===== src/rtl/event_encoder.sv =====
// event_encoder: sequential 2^n-to-n encoder that serializes multi-hot event bits, lowest index first.
// Optional macro EVENT_ENCODER_RR_EN selects round-robin priority (search starts after the last served index).
module event_encoder #(
    parameter  int unsigned n = 5,
    localparam int unsigned W = 1 << n
) (
    input  logic         clock,
    input  logic         ctrl_reset,
    input  logic [W-1:0] req_in,
    output logic         out_valid,
    output logic [n-1:0] out_idx,
    input  logic         out_ready,
    output logic [W-1:0] pending,
    output logic         merged,
    output logic         busy
);
    localparam int unsigned IW = n;
    localparam int unsigned G  = W / 4;
    localparam int unsigned GW = (n > 2) ? n - 2 : 1;

    logic          r_valid;
    logic [IW-1:0] r_idx;
    logic [W-1:0]  r_pend;
    logic          r_merged;
    logic          r_busy;

    logic [W-1:0]  w_cand;
    logic [W-1:0]  w_sel;
    logic [G-1:0]  w_grp_any;
    logic [GW-1:0] w_grp;
    logic          w_grp_hit;
    logic [3:0]    w_slice;
    logic [1:0]    w_bit;
    logic [IW-1:0] w_k;
    logic          w_slot_free;
    logic          w_load;

    logic          w_valid_n;
    logic [IW-1:0] w_idx_n;
    logic [W-1:0]  w_pend_n;
    logic          w_merged_n;

    assign w_cand      = r_pend | req_in;
    assign w_slot_free = !r_valid || out_ready;
    assign w_load      = w_slot_free && (|w_cand);

`ifdef EVENT_ENCODER_RR_EN
    logic [IW-1:0] r_ptr;
    logic [W-1:0]  w_cand_hi;

    // Bits at or above the pointer take precedence; otherwise wrap to the full vector.
    always_comb begin
        w_cand_hi = w_cand & ({W{1'b1}} << r_ptr);
        w_sel     = (|w_cand_hi) ? w_cand_hi : w_cand;
    end

    always_ff @(posedge clock) begin
        if (ctrl_reset) begin
            r_ptr <= '0;
        end else if (w_load) begin
            r_ptr <= w_k + IW'(1);
        end
    end
`else
    always_comb begin
        w_sel = w_cand;
    end
`endif

    // Group level: one "any" flag per 4-bit slice.
    always_comb begin
        w_grp_any = '0;
        for (int unsigned g = 0; g < G; g++) begin
            w_grp_any[g] = |w_sel[4*g +: 4];
        end
    end

    // Lowest active group.
    always_comb begin
        w_grp     = '0;
        w_grp_hit = 1'b0;
        for (int unsigned g = 0; g < G; g++) begin
            if (!w_grp_hit && w_grp_any[g]) begin
                w_grp     = GW'(g);
                w_grp_hit = 1'b1;
            end
        end
    end

    // Bit level: lowest set bit inside the chosen slice.
    always_comb begin
        w_slice = '0;
        for (int unsigned g = 0; g < G; g++) begin
            if (w_grp == GW'(g)) begin
                w_slice = w_sel[4*g +: 4];
            end
        end
        w_bit = 2'd0;
        if (w_slice[0]) begin
            w_bit = 2'd0;
        end else if (w_slice[1]) begin
            w_bit = 2'd1;
        end else if (w_slice[2]) begin
            w_bit = 2'd2;
        end else if (w_slice[3]) begin
            w_bit = 2'd3;
        end
        w_k = IW'({w_grp, w_bit});
    end

    // Slot and pending next state.
    always_comb begin
        w_valid_n  = r_valid;
        w_idx_n    = r_idx;
        w_pend_n   = w_cand;
        w_merged_n = |(req_in & r_pend);
        if (w_slot_free) begin
            if (w_load) begin
                w_valid_n = 1'b1;
                w_idx_n   = w_k;
                w_pend_n  = w_cand & ~(W'(1) << w_k);
            end else begin
                w_valid_n = 1'b0;
                w_pend_n  = '0;
            end
        end
    end

    always_ff @(posedge clock) begin
        if (ctrl_reset) begin
            r_valid  <= 1'b0;
            r_idx    <= '0;
            r_pend   <= '0;
            r_merged <= 1'b0;
            r_busy   <= 1'b0;
        end else begin
            r_valid  <= w_valid_n;
            r_idx    <= w_idx_n;
            r_pend   <= w_pend_n;
            r_merged <= w_merged_n;
            r_busy   <= w_valid_n | (|w_pend_n);
        end
    end

    assign out_valid = r_valid;
    assign out_idx   = r_idx;
    assign pending   = r_pend;
    assign merged    = r_merged;
    assign busy      = r_busy;

endmodule


===== config.mk =====
export PLATFORM = sky130hd
export DESIGN_NAME = event_encoder
export DESIGN_NICKNAME = d
export VERILOG_FILES = /design/src/rtl/event_encoder.sv
export SDC_FILE = /design/constraint.sdc
export NUM_CORES = 1
export LEC_CHECK = 0
export CORE_MARGIN = 2
export CORE_UTILIZATION = 42
export DETAILED_ROUTE_END_ITERATION = 8
export GPL_ROUTABILITY_DRIVEN = 0
export PLACE_DENSITY = 0.88
export SYNTH_ARGS = -nofsm -noshare
export SYNTH_HDL_FRONTEND = slang
export SYNTH_SLANG_ARGS = --single-unit

===== constraint.sdc =====
create_clock -name clock -period 2.45 [get_ports clock]
set_input_delay 0.245 -clock clock [delete_from_list [all_inputs] [get_ports clock]]
set_output_delay 0.245 -clock clock [all_outputs]
set_load 0.02 [all_outputs]

---- Yosys cells after proc, flatten, opt, wreduce, memory -nomap -nowiden ----
Index checks and enable logic that the tools add are counted.
word-level totals
  register bits after elaboration ......... 40
  bits of input ports ..................... 35
  output and inout port bits .............. 40
  word-level logic and storage cells ...... 78
cells by class
  equal/unequal tests ..................... 7
  shift operators ......................... 1
  mux-type cells .......................... 30
  bitwise gates (word level) .............. 5
  reductions and logical operators ........ 30
operators with widths
  cell                                                  count
  OR reduction 32 bit                                   3
  AND 32 bit                                            2
  two-way mux 32 bit                                    2
  two-way mux 4 bit                                     8
  inverter 32 bit                                       1
  bitwise OR 32 bit                                     1
  OR reduction 4 bit                                    8
  << shifter 1 x 5 -> 32 bit (first input constant)     1
  two-way mux 3 bit                                     6
  equality test 3 bit (second input constant)           4
  two-way mux 1 bit                                     10
  logical AND 1 bit                                     8
  zero test 1 bit                                       8
  two-way mux 2 bit                                     4
  equality test 3 x 2 -> 1 bit (second input constant)  2
  equality test 3 x 1 -> 1 bit (second input constant)  1
  zero test 3 bit                                       1
  AND reduction 2 bit                                   1
  logical OR 1 bit                                      1
  bitwise OR 1 bit                                      1

---- Logic depth before layout (Yosys ltp) ----
Gate-level depths: netlist of the first run.
  depth in word-level cells ............... 44
  depth in mapped cells ................... 10
  gate-level depth less buffers ........... 8

---- Worst setup path before layout of the first run ----
OpenSTA, ideal clock, no wires.
  path type ............................... register to register
  from .................................... reg r_pend[2] (netlist: pending[2])
  to ...................................... reg r_pend[2] (netlist: pending[2])
  library setup time ...................... 0.141 ns
  arrival ................................. 2.415 ns
  required time ........................... 2.309 ns
  path slack .............................. -0.106 ns
  stages on the path, launching flop included .. 10
  buffers on the path ..................... 1
  period minus slack after synthesis ...... 2.556 ns
  path through ............................ dfxtp_1 > nor4_4 > nand4_2 > nor4_4 > nand2_2 > o311ai_2 > o21bai_2 > and3b_1 > buf_4 > a211oi_2
between the ends
  longest elaborated chain between the ends .. 42
  elaborated cells between the ends (all ways) .. 57
  those cells by class .................... eq/ne (7); shift (1); mux (28); bitwise (3); reduce/logical (18)
RTL lines
  element                     RTL line  source
  start, declared             23        logic [W-1:0] r_pend;
  start signal, assigned      139       r_pend <= w_pend_n;
  bitwise OR 32 bit *         43        assign w_cand = r_pend | req_in;
  OR reduction 4 bit          74        w_grp_any[g] = |w_sel[4*g +: 4];
  two-way mux 1 bit           83        if (!w_grp_hit && w_grp_any[g]) begin
  zero test 1 bit             83
  logical AND 1 bit           83
  two-way mux 1 bit           83
  zero test 1 bit             83
  logical AND 1 bit           83
  [... 26 more ...]           -
  two-way mux 2 bit           103       end else if (w_slice[2]) begin
  two-way mux 2 bit           101       end else if (w_slice[1]) begin
  two-way mux 2 bit           99        if (w_slice[0]) begin
  << shifter 1 x 5 -> 32 bit  121       w_pend_n = w_cand & ~(W'(1) << w_k);
  inverter 32 bit             121
  AND 32 bit                  121
  two-way mux 32 bit          118       if (w_load) begin
  two-way mux 32 bit *        117       if (w_slot_free) begin
Every way passes the cells marked *; elsewhere a longest branch is shown, timed or not.
A chain may end at the register's enable or synchronous reset.

---- Final worst setup path of the first run ----
  from .................................... reg r_pend[8] (netlist: pending[8])
  to ...................................... reg r_pend[22] (netlist: pending[22])
between the ends
  longest elaborated chain between the ends .. 37
  elaborated cells between the ends (all ways) .. 51
  those cells by class .................... eq/ne (7); shift (1); mux (25); bitwise (3); reduce/logical (15)
RTL lines
  element                     RTL line
  bitwise OR 32 bit *         43
  OR reduction 4 bit          74
  logical AND 1 bit           83
  two-way mux 1 bit           83
  zero test 1 bit             83
  logical AND 1 bit           83
  two-way mux 1 bit           83
  zero test 1 bit             83
  [... 21 more ...]           -
  two-way mux 2 bit           103
  two-way mux 2 bit           101
  two-way mux 2 bit           99
  << shifter 1 x 5 -> 32 bit  121
  inverter 32 bit             121
  AND 32 bit                  121
  two-way mux 32 bit *        118
  two-way mux 32 bit *        117
Marks and branches as above.

==> results.toml, run 1 <==
[global_route]
use_met2 = 0.7509
top_usage_layer = "met2"
grt_antenna_before_repair = 0
grt_max_degree = 23
grt_pass1_wl_um = 22140
globalRoute.totalOverflow = 0
grtUsageTotal = 0.4873
grt_use_met1 = 0.5187
grt_pass1_vias = 3931
use_met3 = 0.1814

[cts]
insertion_delay_ns = 0.30
htreeDepth = 2
cts_tree = "done"
clock_path_buffers = 2
cts.sinks = 40
root_buffer = "clkbuf_8"
cts.reportedPaths.clkPinSlew_ns = 0.08
numCtsBuffers = 5

[yosys]
synth_nets = 305
syn_avg_cell_area_sq_um = 8.490
synth_common_cells = "dfxtp_1, nor2_1, a211oi_1"
yosysUniqueCellTypes = 55
synth_ff_type = "dfxtp_1"
async_flop_share = 0
synth_cells = 270
yosysWarnings = 0
synth-seq-area-share = 0.3493
synth_seq_cells = 40
synth_area_leader_cell = "dfxtp_1"
synth_edf_count = 0
synth_area_leaders = "dfxtp_1, a211oi_1, nor2_1"
synth_top_area_frac = 0.3493
syn-cell-area_sq_um = 2292

[routing]
firstDrtPassIters = 9
via_count = 4256
drtAntennaViolNets = 0
wl_um = 18270
drcViolationCount = 75
dr.first_iter.drc_count = 1156
viasPerCell = 7.655
drt-wirelength-per-cell_um = 32.87

[die]
rows = 26
initial_core_util = 0.4432
die-area_sq_um = 6065
dieWidth_um = 77.88
core_sq_um = 5172
io_pins = 75
fp.dieH_um = 77.88

[timing]
max_freq_ghz = 0.3445
tns_ns = -10.94
finalSetupViolCount = 35
slew_viol_final = 0
post-route-period-util = 1.185
finClkSkew_ns = 0.004198
slew_headroom = 0.5321
hold_viol = 0
post-route-min-period_ns = 2.903
worstMarginPinSlew_ns = 0.7019
rsz0062_at_grt = "true"
setup_slack_ns = -0.4526
whs_ns = 0.5086

[pwr]
power_density_nw_per_um2 = 426.2
p_leak_nw = 2.008
irDropWorstVdd_mv = 0.6062
power_mw = 2.122

[setup_path]
startpoint_type = "flip-flop"
crit_path_max_fanout = 8
crit_arrival_ns = 3.06
critPathKind = "flip-flop to flip-flop"
critPathMaxStageDelay_ns = 0.46
reg2reg_depth = 9
crit_required_ns = 2.61
cpMaxStageDelayCell = "nor4_4"
end_kind = "flip-flop"
critPathMostFrequentCell = "nor4_4"
path_cells = "nor4_4 -> nand4_4 -> nor4_4 -> buf_6 -> nand2_4 -> o311ai_4 -> o21bai_4 -> and3b_4 -> a211oi_2"

[status]
run_status = "finished with violations"
failed_checks = "design-rule violations, negative setup slack"

[finish]
final_nets = 520
finish.instance_area_sq_um = 4980
drive_gt1_frac = 0.5123
final_core_util = 0.9627
area_growth_pct = 117.2
stdcell_count = 556
diodes = 0

[placed_design]
place_inst = 524
dpl_cell_area_sq_um = 4036
place_hpwl_um = 8241
dp_slack_ns = -0.7026
io_buffers = 74

[job]
cap_viol_max_count = 0

[min_path]
whs_path_depth = 2
min-delay-path-class = "flip-flop to flip-flop"
## worst paths after layout
check,from,endpoint,slack (ns)
worst max register to register,pending[8],pending[22],-0.45
worst min-delay path,out_idx[4],out_idx[4],0.51
worst max-delay path,pending[8],pending[22],-0.45
worst min register to register,out_idx[4],out_idx[4],0.51
## worst max-delay path, delay by kind of cell, from the launching register on
kind            cells  cell delay, ns
simple gates        5            1.60
compound gates      3            0.57
flops               1            0.37
buf+inv             1            0.21
## registers in the layout (all words and copies together) (netlist names)
signal	flops
busy	1
out_valid	1
pending	32
out_idx	5
merged	1
## layout make-up
class / instances / area, sq um
clock inverter: 1 / 30.03
sequential: 40 / 809.5
timing repair buffer: 216 / 1878
clock buffer: 7 / 96.34
inverter: 3 / 12.51
multi-input combinational: 219 / 2066
tap: 70 / 87.58
fill: 106 / 192.7
## kinds of logic (layout without fill, tap and decap cells)
| kind of cell | Yosys count | after routing | share of synthesized area |
|---|---|---|---|
| compound gates | 99 | 99 | 0.3166 |
| flops | 40 | 40 | 0.3493 |
| simple gates | 120 | 120 | 0.3133 |
| buf+inv | 11 | 227 | 0.02074 |
## metal layers
layer / routed length [um] / vias to the layer above
li1: - / 1500
met1: 5541 / 1870
met2: 7358 / 614
met3: 3081 / 272
met4: 2293 / 0
met5: 0 / -
## layout by cell type, fill, tap and decap left out, types with 3 or more instances in the layout
master / n
a22o_1: 4
a2111oi_4: 3
nor4_4: 13
nand4_1: 7
a211oi_1: 5
dfxtp_1: 37
o21ai_0: 10
nand3_2: 3
nand2_2: 3
o31ai_1: 3
a211oi_2: 19
nand3_1: 4
dlymetal6s2s_1: 3
nor3_2: 6
dlygate4sd2_1: 11
clkbuf_8: 7
a21oi_1: 9
o21ai_4: 3
buf_4: 127
a221oi_1: 4
a22oi_1: 8
nor2_1: 36
clkdlybuf4s50_1: 60
buf_6: 12
nor3_1: 5
nand2_1: 10
a21oi_2: 5
## power by group
part	leakage, nW	switching [mW]	internal (mW)
Sequential	0.336	0.0518	0.694
Clock	0.0645	0.256	0.360
Combinational	1.61	0.413	0.347
## timing repair
item / in CTS / in global routing
endpoints found under the setup margin: 36 / 39
buffers inserted: 9 / 15
hold buffers: 0 / 0
pin swaps: 24 / 24
gates resized for setup: 69 / 83
Note: power is estimated with default switching activity, not from simulation.
==> inputs of run 2 (changes only) <==
CAP_MARGIN = 20   (was unset)
CORE_MARGIN = unset   (was 2)
==> run 2 against run 1 <==
  * The run still ends with design-rule violations, negative setup slack left
  * Highest routed layer is now met5
  * Setup slack better by 0.022 ns
  * Die area down 5.1%
  * Routed wire length down 9.7%
  * Count of clock-buffer cells in the layout up 1
  * Global-route usage down 0.068 points
  * Core utilization down 4.4 points
  * Sequential power about the same
  * Total power down 8.1%
==> results.toml, run 2 (synthesized netlist as in run 1, its figures left out) <==
[global_route]
grtUsageTotal = 0.4866
grt_antenna_before_repair = 0
grt_max_degree = 15
globalRoute.totalOverflow = 0
grt_pass1_wl_um = 19880
grt_pass1_vias = 3670

[setup_path]
critPathMaxStageDelay_ns = 0.53
end_kind = "flip-flop"
path_cells = "clkdlybuf4s50_1 -> nor2_1 -> nand4_1 -> or2_1 -> a211oi_1 -> nor3b_2 -> buf_4 -> buf_6 -> nor3_4 -> buf_6 -> a211oi_2"
rrSetupSlack_ns = -0.33
crit_required_ns = 2.61
reg2reg_depth = 10
crit_arrival_ns = 3.04
critPathKind = "input pin to flip-flop"
crit_path_max_fanout = 5
crit_start = "req_in[31]"
reg2reg_to = "pending[13]"
rr_startpoint = "pending[31]"
startpoint_type = "input pin"
critPathMostFrequentCell = "buf_6"
endpoint = "pending[13]"
cpMaxStageDelayCell = "clkdlybuf4s50_1"

[routing]
drt-wirelength-per-cell_um = 29.80
firstDrtPassIters = 9
wl_um = 16510
dr.first_iter.drc_count = 1089
drcViolationCount = 161
viasPerCell = 7.412
via_count = 4106
drtAntennaViolNets = 0

[status]
run_status = "finished with violations"
failed_checks = "design-rule violations, negative setup slack"

[timing]
finClkSkew_ns = 0.005009
post-route-min-period_ns = 2.880
hold_viol = 0
setup_slack_ns = -0.4304
max_freq_ghz = 0.3472
slew_viol_final = 0
whs_ns = 0.5080
rsz0062_at_grt = "true"
slew_headroom = 0.4753
post-route-period-util = 1.176
finalSetupViolCount = 37
worstMarginPinSlew_ns = 0.7846

[cts]
clock_path_buffers = 2
cts.reportedPaths.clkPinSlew_ns = 0.08
root_buffer = "clkbuf_8"
htreeDepth = 2
insertion_delay_ns = 0.31
cts.sinks = 40
numCtsBuffers = 5
cts_tree = "done"

[pwr]
irDropWorstVdd_mv = 0.3232
power_mw = 1.951
power_density_nw_per_um2 = 410.6
p_leak_nw = 1.918

[finish]
drive_gt1_frac = 0.4959
largest_reg_flops = 32
multi_input_area_sq_um = 1924
fillers = 178
final_common_cell = "buf_4"
area_growth_pct = 107.3
final_nets = 518
diodes = 0
layout_common_cells = "buf_4, clkdlybuf4s50_1, nor2_1"
seqCellArea_sq_um = 810.8

[die]
dieWidth_um = 75.88
io_pins = 75
core_sq_um = 5172
die-area_sq_um = 5757
rows = 26
fp.dieH_um = 75.88
initial_core_util = 0.4432

[placed_design]
place_hpwl_um = 8086
io_buffers = 74

[job]
cap_viol_max_count = 0

[min_path]
min-delay-path-class = "flip-flop to flip-flop"
## run 2: worst min-delay path by stage
stage | from | to | slack [ns] | cells after the start
6_report | out_idx[4] | out_idx[4] | 0.51 | 2
4_1_cts | out_idx[4] | out_idx[4] | 0.49 | 2
3_3_place_gp | out_idx[4] | out_idx[4] | 0.46 | 2
3_5_place_dp | out_idx[4] | out_idx[4] | 0.47 | 2
2_1_floorplan | req_in[10] | pending[10] | 0.42 | 2
5_1_grt | out_idx[4] | out_idx[4] | 0.52 | 2
## run 2: layout make-up
class	count	share of cell area
multi-input cells	219	0.4050
repair buffers	214	0.3847
flip-flops and latches	40	0.1706
clock buffers	8	0.01896
well taps	70	0.01843
inverters	3	0.002370
## run 2: power by group
| group | internal [mW] | leakage (nW) | total [mW] | switching [mW] |
|---|---|---|---|---|
| clock network | 0.230 | 0.0455 | 0.487 | 0.256 |
| logic | 0.329 | 1.54 | 0.719 | 0.390 |
| registers | 0.696 | 0.336 | 0.745 | 0.0495 |
## run 2: worst max-delay path: cells and delay by family
family	cells	cell delay (ns)
buffers and inverters	4	0.99
AND/OR/NAND/NOR	5	1.35
AO/OA/AOI/OAI	2	0.44
## run 2: metal layers
metal | GRT usage | wire [um] | vias to the layer above
met5 | 0 | 44 | -
met4 | 0.3210 | 1831 | 2
met3 | 0.2288 | 2630 | 221
li1 | - | - | 1499
met2 | 0.7316 | 6662 | 525
met1 | 0.5498 | 5341 | 1859
## run 2: through the flow
stage          setup TNS (ns)    util  cell area (sq um)  cells  worst slack (ns)
2_1_floorplan       -0.006767       -               2359    270         -0.006767
6_report               -11.29  0.9187               4752    554           -0.4304
3_3_place_gp           -15.08  0.7804               4036    524           -0.6305
5_1_grt                -9.303  0.9187               4752    554           -0.3417
4_1_cts               -0.8579  0.8384               4337    539          -0.08168
3_5_place_dp           -19.37  0.7804               4036    524           -0.7446
## run 2: what timing repair did
item | in CTS | in global routing
setup endpoints to repair | 34 | 38
pin swaps | 17 | 20
gates resized for setup | 47 | 74
buffers inserted | 7 | 16
hold buffers | 0 | 0
==> inputs of run 3 (changes only) <==
CTS_BUF_LIST = sky130_fd_sc_hd__clkbuf_4 sky130_fd_sc_hd__clkbuf_8 sky130_fd_sc_hd__clkbuf_16   (was unset)
HOLD_SLACK_MARGIN = 0.06   (was unset)
==> run 3 against run 2 <==
  * The run now fails in global routing
  * Synthesized cell count unchanged
  * Synthesized area unchanged
==> results.toml, run 3 <==
[timing]
grt_worst_setup_endpoint = "pending[31]$_SDFF_PP0_/D"
worst_endpoint_kind = "sequential cell input"

[cts]
clock_path_buffers = 2
numCtsBuffers = 5
htreeDepth = 2
cts.sinks = 40
root_buffer = "clkbuf_8"

[placed_design]
io_buffers = 74
place_hpwl_um = 8086
dp_slack_ns = -0.7446
dpl_cell_area_sq_um = 4036

[yosys]
synth_top_area_frac = 0.3493
synth_ff_type = "dfxtp_1"
synth-seq-area-share = 0.3493
synth_seq_cells = 40
synth_cells = 270
yosysWarnings = 0
synth_area_leaders = "dfxtp_1, a211oi_1, nor2_1"
synth_edf_count = 0
synth_common_cells = "dfxtp_1, nor2_1, a211oi_1"
yosysUniqueCellTypes = 55
syn_avg_cell_area_sq_um = 8.490
syn-cell-area_sq_um = 2292
synth_nets = 305
async_flop_share = 0
synth_area_leader_cell = "dfxtp_1"

[die]
initial_core_util = 0.4432
dieWidth_um = 75.88
fp.dieH_um = 75.88
rows = 26
io_pins = 75

[status]
error = "[ERROR GRT-0232] Routing congestion too high. Check the congestion heatmap in the GUI."
haltStage = "global routing"
run_status = "did not finish"

[global_route]
grt_max_degree = 15
globalRoute.totalOverflow = 12
grtUsageTotal = 0.7566
## run 3: cell counts after synthesis
No cell type changed its count.
## run 3: kinds of logic after synthesis
group / synth area share
simple gates: 0.3133
compound gates: 0.3166
flops: 0.3493
buf+inv: 0.02074
## run 3: repair_timing
| item | 4_1_cts |
|---|---|
| gates resized for setup | 67 |
| hold buffers | 0 |
| setup buffers | 15 |
| setup endpoints to repair | 34 |
| pin swaps | 18 |
## run 3: per-stage QoR
stage | cells | setup TNS [ns]
floorplan | 270 | -0.006767
global placement | 524 | -15.08
detailed placement | 524 | -19.37
CTS | 547 | -0.3739
## run 3: routing by layer
metal,overflow,track usage
met2,3,0.9174
met5,0,0.3796
met1,0,0.7259
met4,9,0.7654
met3,0,0.6389
==> inputs of run 4 (changes only) <==
CORE_UTILIZATION = 30   (was 42)
CTS_BUF_LIST = unset   (was sky130_fd_sc_hd__clkbuf_4 sky130_fd_sc_hd__clkbuf_8 sky130_fd_sc_hd__clkbuf_16)
HOLD_SLACK_MARGIN = unset   (was 0.06)
PLACE_DENSITY = unset   (was 0.88)
PLACE_DENSITY_LB_ADDON = 0.15   (was unset)
clock period = 3.2 ns   (was 2.45 ns; I/O delays follow)
==> run 4 against run 3 <==
  * The flow now finishes without violations
==> results.toml, run 4 (synthesized netlist as in run 1, its figures left out) <==
[setup_path]
reg2reg_to = "pending[2]"
crit_required_ns = 3.41
crit_arrival_ns = 3.22
reg2reg_depth = 10
startpoint_type = "input pin"
crit_path_max_fanout = 4
critPathMaxStageDelay_ns = 0.48
critPathMostFrequentCell = "buf_4"
rr_startpoint = "pending[12]"
critPathKind = "input pin to flip-flop"
end_kind = "flip-flop"
rrSetupSlack_ns = 0.34
path_cells = "clkdlybuf4s50_1 -> nor4_1 -> nand4_2 -> buf_4 -> a2111oi_0 -> a211oi_1 -> nor3b_2 -> o21bai_2 -> and3b_1 -> buf_4 -> a211oi_2"
cpMaxStageDelayCell = "clkdlybuf4s50_1"

[cts]
cts.sinks = 40
post-cts-setup-buffer-count = 0
cts_resized = 0
htreeDepth = 2
cts.reportedPaths.clkPinSlew_ns = 0.08
insertion_delay_ns = 0.30
root_buffer = "clkbuf_8"
cts_tree = "done"
clock_path_buffers = 2
numCtsBuffers = 5
cts.hold.buffers_added = 0

[timing]
worstMarginPinSlew_ns = 0.5376
finClkSkew_ns = 0.01123
slew_headroom = 0.6394
post-route-min-period_ns = 3.014
finalSetupViolCount = 0
hold_viol = 0
post-route-period-util = 0.9418
rsz0062_at_grt = "false"
slew_viol_final = 0
max_freq_ghz = 0.3318

[pwr]
power_density_nw_per_um2 = 374.8
p_switching_mw = 0.4009
clkPwrFrac = 0.311
irDropWorstVdd_mv = 0.1558
p_seq_frac = 0.430
switching_share = 0.3006
p_leak_nw = 1.308
comb_power_share = 0.258
internal_power_mw = 0.9327

[routing]
drtAntennaViolNets = 0
viasPerCell = 5.721
dr.first_iter.drc_count = 291
drt-wirelength-per-cell_um = 19.21
wl_um = 9357
drcViolationCount = 0
firstDrtPassIters = 5
via_count = 2786

[global_route]
globalRoute.totalOverflow = 0
grt_pass1_wl_um = 14480
grt_max_degree = 23
grtUsageTotal = 0.2484
grt_pass1_vias = 2625
grt_antenna_before_repair = 0

[finish]
largest_reg_flops = 32
area_growth_pct = 55.24
final_core_util = 0.4854
final_nets = 422
stdcell_count = 487
drive_gt1_frac = 0.1881
final_common_cell = "clkdlybuf4s50_1"
diodes = 0
layout_common_cells = "clkdlybuf4s50_1, buf_4, nor2_1, dfxtp_1, a211oi_1"

[min_path]
whs_path_depth = 2
worstHoldStart = "out_idx[4]"
min-delay-path-class = "flip-flop to flip-flop"
hold-path-endpoint = "out_idx[4]"

[die]
core_sq_um = 7331
fp.dieH_um = 89.41
dieWidth_um = 89.41
die-area_sq_um = 7994
initial_core_util = 0.3127
io_pins = 75
rows = 31

[placed_design]
io_buffers = 74
place_hpwl_um = 7475
place_inst = 479

[status]
run_status = "completed"

[job]
cap_viol_max_count = 0
run 4: worst max path at each step:
stage / start / end / slack (ns)
after floorplan: pending[2] / pending[2] / 0.64
after global placement: req_in[10] / pending[19] / 0.06
after detailed placement: req_in[12] / pending[2] / -0.006
after CTS: req_in[12] / pending[2] / 0.29
after global routing: req_in[12] / pending[2] / 0.01
final: req_in[12] / pending[2] / 0.19
run 4: per-stage QoR:
step | worst slack (ns) | power [mW] | setup TNS, ns | hold slack [ns] | cell area [sq um]
global route | 0.01437 | 1.394 | 0 | 0.5030 | 3558
floorplan | 0.6439 | 0.7214 | 0 | 0.4987 | 2292
detailed placement | -0.006287 | 0.9252 | -0.006287 | 0.4553 | 3451
global placement | 0.06359 | 0.9260 | 0 | 0.4520 | 3451
finish | 0.1861 | 1.334 | 0 | 0.4653 | 3558
CTS | 0.2871 | 1.346 | 0 | 0.4686 | 3558
run 4: worst max-delay path, delay by kind of cell:
kind            cells  cell delay (ns)
compound gates      4             0.85
buf+inv             3             0.86
simple gates        4             1.18
run 4: final cells by class:
cell class / count / area [sq um]
clock inverter: 2 / 35.03
fill: 732 / 3772
tap: 99 / 123.9
sequential: 40 / 800.8
clock buffer: 6 / 72.57
timing repair buffer: 118 / 1071
multi-input combinational: 219 / 1444
inverter: 3 / 11.26
run 4: power by group through the flow:
stage / Combinational [mW] / Clock (mW) / Sequential (mW)
after floorplan: 0.105 / 0 / 0.616
after global placement: 0.340 / 0 / 0.586
after detailed placement: 0.340 / 0 / 0.585
after CTS: 0.343 / 0.430 / 0.574
after global routing: 0.367 / 0.447 / 0.580
final: 0.345 / 0.415 / 0.574
run 4: routing by layer:
layer,vias up,GRT usage,wire length [um]
met4,0,0.07215,222
met1,1304,0.3387,4073
met5,-,0,0
met2,158,0.4004,4197
met3,21,0.04432,864
li1,1303,-,-
